==> src/rtl/distance_pulse_gen.sv <==
// distance_pulse_gen
// Turns a raw wheel-revolution sensor into one clean ten_meter_pulse per
// 10 m travelled. The chain is: synchronizer, debouncer, revolution tick,
// revolution counter, then a pulse shaper FSM with a small backlog counter.
// Optional feature macro: DIST_PULSE_WAIT_DETECT_EN adds the idle timer that
// drives wait_en. Without the macro, wait_en is tied low.
module distance_pulse_gen #(
  parameter int DEBOUNCE_CYCLES = 16,
  parameter int PULSE_WIDTH     = 4,
  parameter int WAIT_TIMEOUT    = 1000000
) (
  input  logic       clk,
  input  logic       rst_n,
  input  logic       en,
  input  logic       wheel_in,
  input  logic [7:0] pulses_per_10m,
  output logic       ten_meter_pulse,
  output logic       wait_en
);

  localparam int DEB_W = (DEBOUNCE_CYCLES > 1) ? $clog2(DEBOUNCE_CYCLES) : 1;
  localparam int PW_W  = (PULSE_WIDTH > 1) ? $clog2(PULSE_WIDTH) : 1;
  localparam logic [DEB_W-1:0] DEB_LAST = DEB_W'(DEBOUNCE_CYCLES - 1);
  localparam logic [PW_W-1:0]  PW_LAST  = PW_W'(PULSE_WIDTH - 1);

  typedef enum logic [1:0] {IDLE, HIGH, GAP} state_t;

  logic             sync1_q, sync2_q;
  logic             deb_level_q, deb_level_d;
  logic [DEB_W-1:0] deb_cnt_q, deb_cnt_d;
  logic             rev_tick_q, rev_tick_d;
  logic [7:0]       rev_cnt_q, rev_cnt_d;
  logic [7:0]       n_minus1;
  logic             fire;
  state_t           state_q, state_d;
  logic [PW_W-1:0]  ph_cnt_q, ph_cnt_d;
  logic             pend_dec;
  logic             queue_fire;
  logic [2:0]       pend_q, pend_d;
  logic             pulse_q, pulse_d;

  // Debouncer: accept a new level only after an unbroken run of differing samples
  always_comb begin
    deb_level_d = deb_level_q;
    deb_cnt_d   = '0;
    rev_tick_d  = 1'b0;
    if (sync2_q != deb_level_q) begin
      if (deb_cnt_q == DEB_LAST) begin
        deb_level_d = sync2_q;
        rev_tick_d  = sync2_q;
      end else begin
        deb_cnt_d = deb_cnt_q + DEB_W'(1);
      end
    end
  end

  // Revolution counter: ">=" compare so lowering pulses_per_10m mid-count never wraps
  always_comb begin
    n_minus1  = (pulses_per_10m == 8'd0) ? 8'd0 : pulses_per_10m - 8'd1;
    rev_cnt_d = rev_cnt_q;
    fire      = 1'b0;
    if (!en) begin
      rev_cnt_d = '0;
    end else if (rev_tick_q) begin
      if (rev_cnt_q >= n_minus1) begin
        rev_cnt_d = '0;
        fire      = 1'b1;
      end else begin
        rev_cnt_d = rev_cnt_q + 8'd1;
      end
    end
  end

  // Pulse shaper FSM: HIGH and GAP each last PULSE_WIDTH cycles; new work only while en
  always_comb begin
    state_d  = state_q;
    ph_cnt_d = ph_cnt_q;
    pend_dec = 1'b0;
    unique case (state_q)
      IDLE: begin
        if (en && (fire || (pend_q != 3'd0))) begin
          state_d  = HIGH;
          ph_cnt_d = '0;
          pend_dec = (pend_q != 3'd0);
        end
      end
      HIGH: begin
        if (ph_cnt_q == PW_LAST) begin
          state_d  = GAP;
          ph_cnt_d = '0;
        end else begin
          ph_cnt_d = ph_cnt_q + PW_W'(1);
        end
      end
      GAP: begin
        if (ph_cnt_q == PW_LAST) begin
          state_d  = IDLE;
          ph_cnt_d = '0;
        end else begin
          ph_cnt_d = ph_cnt_q + PW_W'(1);
        end
      end
      default: begin
        state_d  = IDLE;
        ph_cnt_d = '0;
      end
    endcase
    pulse_d = (state_d == HIGH);
  end

  // Backlog of fires that could not start immediately; saturates at 7
  always_comb begin
    pend_d     = pend_q;
    queue_fire = fire && ((state_q != IDLE) || (pend_q != 3'd0));
    if (!en) begin
      pend_d = '0;
    end else if (queue_fire && !pend_dec) begin
      if (pend_q != 3'd7) pend_d = pend_q + 3'd1;
    end else if (pend_dec && !queue_fire) begin
      pend_d = pend_q - 3'd1;
    end
  end

  // Main state registers; reset aborts any pulse and drops the backlog
  always_ff @(posedge clk or negedge rst_n) begin
    if (!rst_n) begin
      sync1_q     <= 1'b0;
      sync2_q     <= 1'b0;
      deb_level_q <= 1'b0;
      deb_cnt_q   <= '0;
      rev_tick_q  <= 1'b0;
      rev_cnt_q   <= '0;
      state_q     <= IDLE;
      ph_cnt_q    <= '0;
      pend_q      <= '0;
      pulse_q     <= 1'b0;
    end else begin
      sync1_q     <= wheel_in;
      sync2_q     <= sync1_q;
      deb_level_q <= deb_level_d;
      deb_cnt_q   <= deb_cnt_d;
      rev_tick_q  <= rev_tick_d;
      rev_cnt_q   <= rev_cnt_d;
      state_q     <= state_d;
      ph_cnt_q    <= ph_cnt_d;
      pend_q      <= pend_d;
      pulse_q     <= pulse_d;
    end
  end

  assign ten_meter_pulse = pulse_q;

`ifdef DIST_PULSE_WAIT_DETECT_EN
  localparam int TMR_W = $clog2(WAIT_TIMEOUT + 1);
  localparam logic [TMR_W-1:0] TMR_MAX = TMR_W'(WAIT_TIMEOUT);

  logic [TMR_W-1:0] timer_q, timer_d;
  logic             wait_q, wait_d;

  // Idle timer: restarts on every revolution, saturates at the timeout
  always_comb begin
    timer_d = timer_q;
    wait_d  = 1'b0;
    if (!en || rev_tick_q) begin
      timer_d = '0;
    end else begin
      if (timer_q != TMR_MAX) timer_d = timer_q + TMR_W'(1);
      wait_d = (timer_q == TMR_MAX);
    end
  end

  // Idle timer and vehicle-stopped flag registers
  always_ff @(posedge clk or negedge rst_n) begin
    if (!rst_n) begin
      timer_q <= '0;
      wait_q  <= 1'b0;
    end else begin
      timer_q <= timer_d;
      wait_q  <= wait_d;
    end
  end

  assign wait_en = wait_q;
`else
  assign wait_en = 1'b0;
`endif

endmodule
==> config.mk <==
export PLATFORM = sky130hd
export DESIGN_NAME = distance_pulse_gen
export DESIGN_NICKNAME = d
export VERILOG_FILES = /design/src/rtl/distance_pulse_gen.sv
export SDC_FILE = /design/constraint.sdc
export NUM_CORES = 1
export LEC_CHECK = 0
export CORE_MARGIN = 2
export CORE_UTILIZATION = 57
export CTS_CLUSTER_DIAMETER = 120
export DETAILED_ROUTE_END_ITERATION = 10
export PLACE_DENSITY = 0.78
export SLEW_MARGIN = 20
export SYNTH_ARGS = -nofsm -noshare
export SYNTH_HDL_FRONTEND = slang
export SYNTH_SLANG_ARGS = --single-unit
==> constraint.sdc <==
create_clock -name clk -period 4.9 [get_ports clk]
set_input_delay 1.225 -clock clk [delete_from_list [all_inputs] [get_ports clk]]
set_output_delay 1.225 -clock clk [all_outputs]
set_load 0.005 [all_outputs]
### Word level (Yosys, flattened, before mapping)

Cells that the tools add are included.

| word-level totals | value |
|---|---|
| word-level logic and storage cells | 67 |
| bits of input ports | 12 |
| bits in registers | 24 |
| output and inout bits | 2 |

| operators by class | value |
|---|---|
| order comparisons | 1 |
| $add $sub $neg | 6 |
| reduce and logical (&&, ||, !) cells | 15 |
| mux-type cells | 24 |
| eq/ne operators | 11 |

Operators by type and width:

| cell | count |
|---|---|
| $mux 8 | 4 |
| $mux 3 | 4 |
| $mux 2 | 5 |
| $add 8x1->8 const B | 1 |
| $ge 8x8->1 | 1 |
| $logic_not 8->1 | 1 |
| $mux 4 | 2 |
| $sub 8x1->8 const B | 1 |
| $mux 1 | 7 |
| $pmux 2 s3 | 1 |
| $add 4x1->4 const B | 1 |
| $eq 2x1->1 const B | 2 |
| $eq 2x2->1 const B | 2 |
| $eq 4x4->1 const B | 1 |
| $logic_and 1x1->1 | 4 |
| $pmux 2 s2 | 1 |
| $reduce_and 2->1 | 2 |
| $add 3x1->3 const B | 1 |
| $ne 3x1->1 const B | 1 |
| $ne 3x2->1 const B | 1 |
| $ne 3x3->1 const B | 1 |
| $reduce_bool 3->1 | 1 |
| $sub 3x1->3 const B | 1 |
| $add 2x1->2 const B | 1 |
| 8 further kinds | 10 |

### Depth between registers and ports, before layout

| logic depth | value |
|---|---|
| depth after elaboration | 14 |
| mapped depth | 15 |
| gate-level depth less buffers | 15 |

### Least setup slack after synthesis

Ideal clock, no wire load.

| path | value |
|---|---|
| path kind | input to register |
| start point | input pulses_per_10m[0] |
| end point | register pend_q[2] |
| slack | 533 ps |
| stages on the path | 15 |
| path buffers | 0 |
| data arrival time | 4247 ps |
| library setup time | 120 ps |
| cell sequence | inv_1 ha_1 nor2b_1 nand3b_1 or3_1 and2_1 ha_1 and3_1 o21ai_1 a21o_1 a21oi_1 fa_1 nor4b_1 or3_1 a31o_1 |

| on the way | value |
|---|---|
| longest elaborated chain between the ends | 14 |
| elaborated cells between the ends (all ways) | 21 |
| those cells by class | add/sub (1); order compare (1); eq/ne (2); mux (8); reduce/logical (9) |

Ends and longest elaborated chain:

| item | line | source |
|---|---|---|
| start: declaration | 16 | `input logic [7:0] pulses_per_10m,` |
| $sub 8x1->8 / $logic_not 8->1 (equally long branches) | 59 | `n_minus1 = (pulses_per_10m == 8'd0) ? 8'd0 : pulses_per_10m - 8'd1;` |
| $mux 8 * | 59 |  |
| $ge 8x8->1 * | 65 | `if (rev_cnt_q >= n_minus1) begin` |
| $mux 1 * | 65 |  |
| $mux 1 * | 64 | `end else if (rev_tick_q) begin` |
| $mux 1 * | 62 | `if (!en) begin` |
| $logic_or 1x1->1 | 81 | `if (en && (fire \|\| (pend_q != 3'd0))) begin` |
| $logic_and 1x1->1 | 81 |  |
| $mux 1 | 81 |  |
| $mux 1 | 79 | `unique case (state_q)` |
| $logic_not 1->1 | 117 | `end else if (queue_fire && !pend_dec) begin` |
| $logic_and 1x1->1 | 117 |  |
| $ne 3x2->1 (no source line) (tied with other cells) | n/a |  |
| $reduce_and 2->1 (no source line) / $mux 3 (equally long branches) | n/a |  |
| end signal: assignment | 146 | `pend_q <= pend_d;` |
| end: declaration | 39 | `logic [2:0] pend_q, pend_d;` |

Mark *: on every way between the ends. The rest lies on a longest branch, timed or not.
A chain may end at the register's enable or synchronous reset.

### Final worst setup path

Ends and elaborated chain as after synthesis.

==> reports/metrics.yaml <==
path_class: "primary input to register"
topRoutingLayerUsed: "met4"
routed-wl-met3_um: 137
core-area_um2: 2810
grt_pass1_vias: 1493
synth_top_area_share_pct: 34.9
cpPeakStageDelay_ps: 420
place_inst: 230
power_density_nw_per_um2: 206
ios: 14
vias: 1478
dr.pass1.iters: 7
cpMaxStageDelayCell: "or3_1"
finalCriticalPeriod_ps: 4600
numClockSinks: 24
max_freq_mhz: 217
drt-met1-wl_um: 1590
gp_congestion: 0.807
dr_wl_met2_um: 1880
yosys.area.top_type: "dfrtp_1"
initial_core_util_pct: 61.4
placementRows: 19
yosysSeqAreaShare_pct: 34.9
diodes: 0
routed_via_density: 6.32
first_iter_violations: 51
grt_max_degree: 25
synthTopCellsByCount: "dfrtp_1, ha_1, nand2_1, nand3_1"
die_x_um: 59.0
max_cap_viol_count: 0
synth_area_um2: 1720
ys_top_cells_by_area: "dfrtp_1, ha_1, nand3_1, nand2_1, nor2b_1"
async_flop_share_pct: 100
hold_viol_final: 0
htree_levels: 1
holdWs_ps: 377
antenna_found_initial: 0
holdBufCountCts: 0
synth_most_common_cell: "dfrtp_1"
fin_cells: 234
cp-end-kind: "register"
cts_tree: "built"
synth_seq_cells: 24
hold_class: "register to register"
grt.overflow.total: 0
worst_pin_slew_ps: 564
dieArea_um2: 3480
synth-edff-count: 0
grt_first_pass_wirelength_um: 6310
grt_setup_unrepaired: "false"
crit_arrival_ps: 4840
yosysWarnings: 0
fillers: 228
synthToLayoutAreaGrowth_pct: 11.0
timing.critical_path.required_ps: 5130
leakage_nw: 0.843
cts_buffers: 3
grtUsageTotal_pct: 23.3
crit_buf_inv: 2
dp_hpwl_um: 2820
clk_path_buf_depth: 2
place_ws_ps: -26.9
crit_family: "simple AND/OR/NAND/NOR gates"
post-route-period-util_pct: 93.9
insertion_delay_ps: 320
detail-route-antenna-nets: 0
drive_gt1_share_pct: 6.90
ys_types: 52
fin_skew_ps: 11.1
routedWlPerCell_um: 15.5
setup_ws_ps: 299
synth_cells: 190
slew_violations: 0
synth_nets: 219
worst_setup_path_start_kind: "primary input"
layout.nets: 233
synthFlopType: "dfrtp_1"
setup_viol: 0
path_max_fanout: 6
root_buffer: "clkbuf_4"
clk_pin_slew_ps: 140
drc: 2
cp_cell_sequence: "clkdlybuf4s50_1 -> inv_1 -> ha_1 -> nor2b_1 -> nand3b_1 -> or3_1 -> and2_1 -> ha_1 -> and3_1 -> o21ai_1 -> a21o_1 -> a21oi_1 -> fa_1 -> nor4b_1 -> or3_1 -> a31o_1"
cts_resized: 0
relSlewSlack_pct: 62.3
die_height_um: 59.0
syn_area_per_cell_um2: 9.07
violations: "design-rule violations"
routed_wl_um: 3630
status: "complete, but fails checks"
place.port_buffers: 12
ir_drop_mv: 0.156
cts_setup_buffers: 0
[kinds of logic after synthesis]
| logic type | synth area share, % |
|---|---|
| AND/OR/NAND/NOR | 25.5 |
| other | 0.218 |
| AO/OA/AOI/OAI | 17.8 |
| adder cells (fa/ha/maj) | 12.8 |
| XOR/XNOR | 2.54 |
| buffers and inverters | 4.50 |
| flip-flops | 34.9 |
| multiplexers | 1.82 |
[stage by stage]
stage / power, mW / setup TNS, ps / instance area [µm²] / utilization (%)
floorplan: 0.230 / 0 / 1720 / -
CTS: 0.395 / 0 / 1920 / 68.3
global route: 0.407 / 0 / 1910 / 68.2
global placement: 0.248 / 0 / 1860 / 66.5
detailed placement: 0.251 / -26.9 / 1860 / 66.5
finish: 0.393 / 0 / 1910 / 68.2
[flip-flops by register name, indices dropped and copies added, names as in the netlist, 2 cells and up]
register	flops
rev_cnt_q	8
pend_q	3
deb_cnt_q	4
ph_cnt_q	2
state_q	2
[power breakdown]
group | total, mW | leakage, nW | internal [mW] | switching (mW)
Sequential | 0.204 | 0.328 | 0.201 | 0.00293
Clock | 0.146 | 0.0279 | 0.0827 | 0.0634
Combinational | 0.0427 | 0.487 | 0.0205 | 0.0222
[final cells by class]
type,count,area [µm²],area share (%)
tap,31,38.8,2.03
clock inverter,1,30.0,1.57
multi-input combinational,150,1040,54.6
sequential,24,601,31.4
inverter,10,37.5,1.96
timing repair buffer,15,138,7.20
clock buffer,3,22.5,1.18
[per-layer routing]
metal  track usage [%]  vias up
met5                 0        -
met4              4.87        0
met3              2.62        2
met2              42.9       39
met1              29.4      723
li1                  -      714
[path summary, 6_finish.rpt]
path	endpoint	start	slack [ps]	cells past startpoint
worst max register to register	pend_q[2]$_DFFE_PN0P_	rev_cnt_q[2]$_DFFE_PN0P_	2230	9
max in group asynchronous	rev_cnt_q[3]$_DFFE_PN0P_	rst_n	3660	1
worst max-delay path	pend_q[2]$_DFFE_PN0P_	pulses_per_10m[0]	300	16
worst min register to register	sync2_q$_DFF_PN0_	sync1_q$_DFF_PN0_	380	0
worst min-delay path	sync2_q$_DFF_PN0_	sync1_q$_DFF_PN0_	380	0
min in group asynchronous	rev_cnt_q[6]$_DFFE_PN0P_	rst_n	860	1
[cell usage in the layout (no fill, tap or decap), types with 4 or more instances in the layout]
cell type / n
nor3_1: 8
dfrtp_1: 24
nor2b_1: 8
inv_1: 10
a21oi_1: 8
or3_1: 4
nand2_1: 14
o21ai_0: 10
and3_1: 4
nand3_1: 11
nor2_1: 10
nand2b_1: 6
ha_1: 16
clkdlybuf4s50_1: 11
No activity file was read; power rests on OpenSTA's default activity.
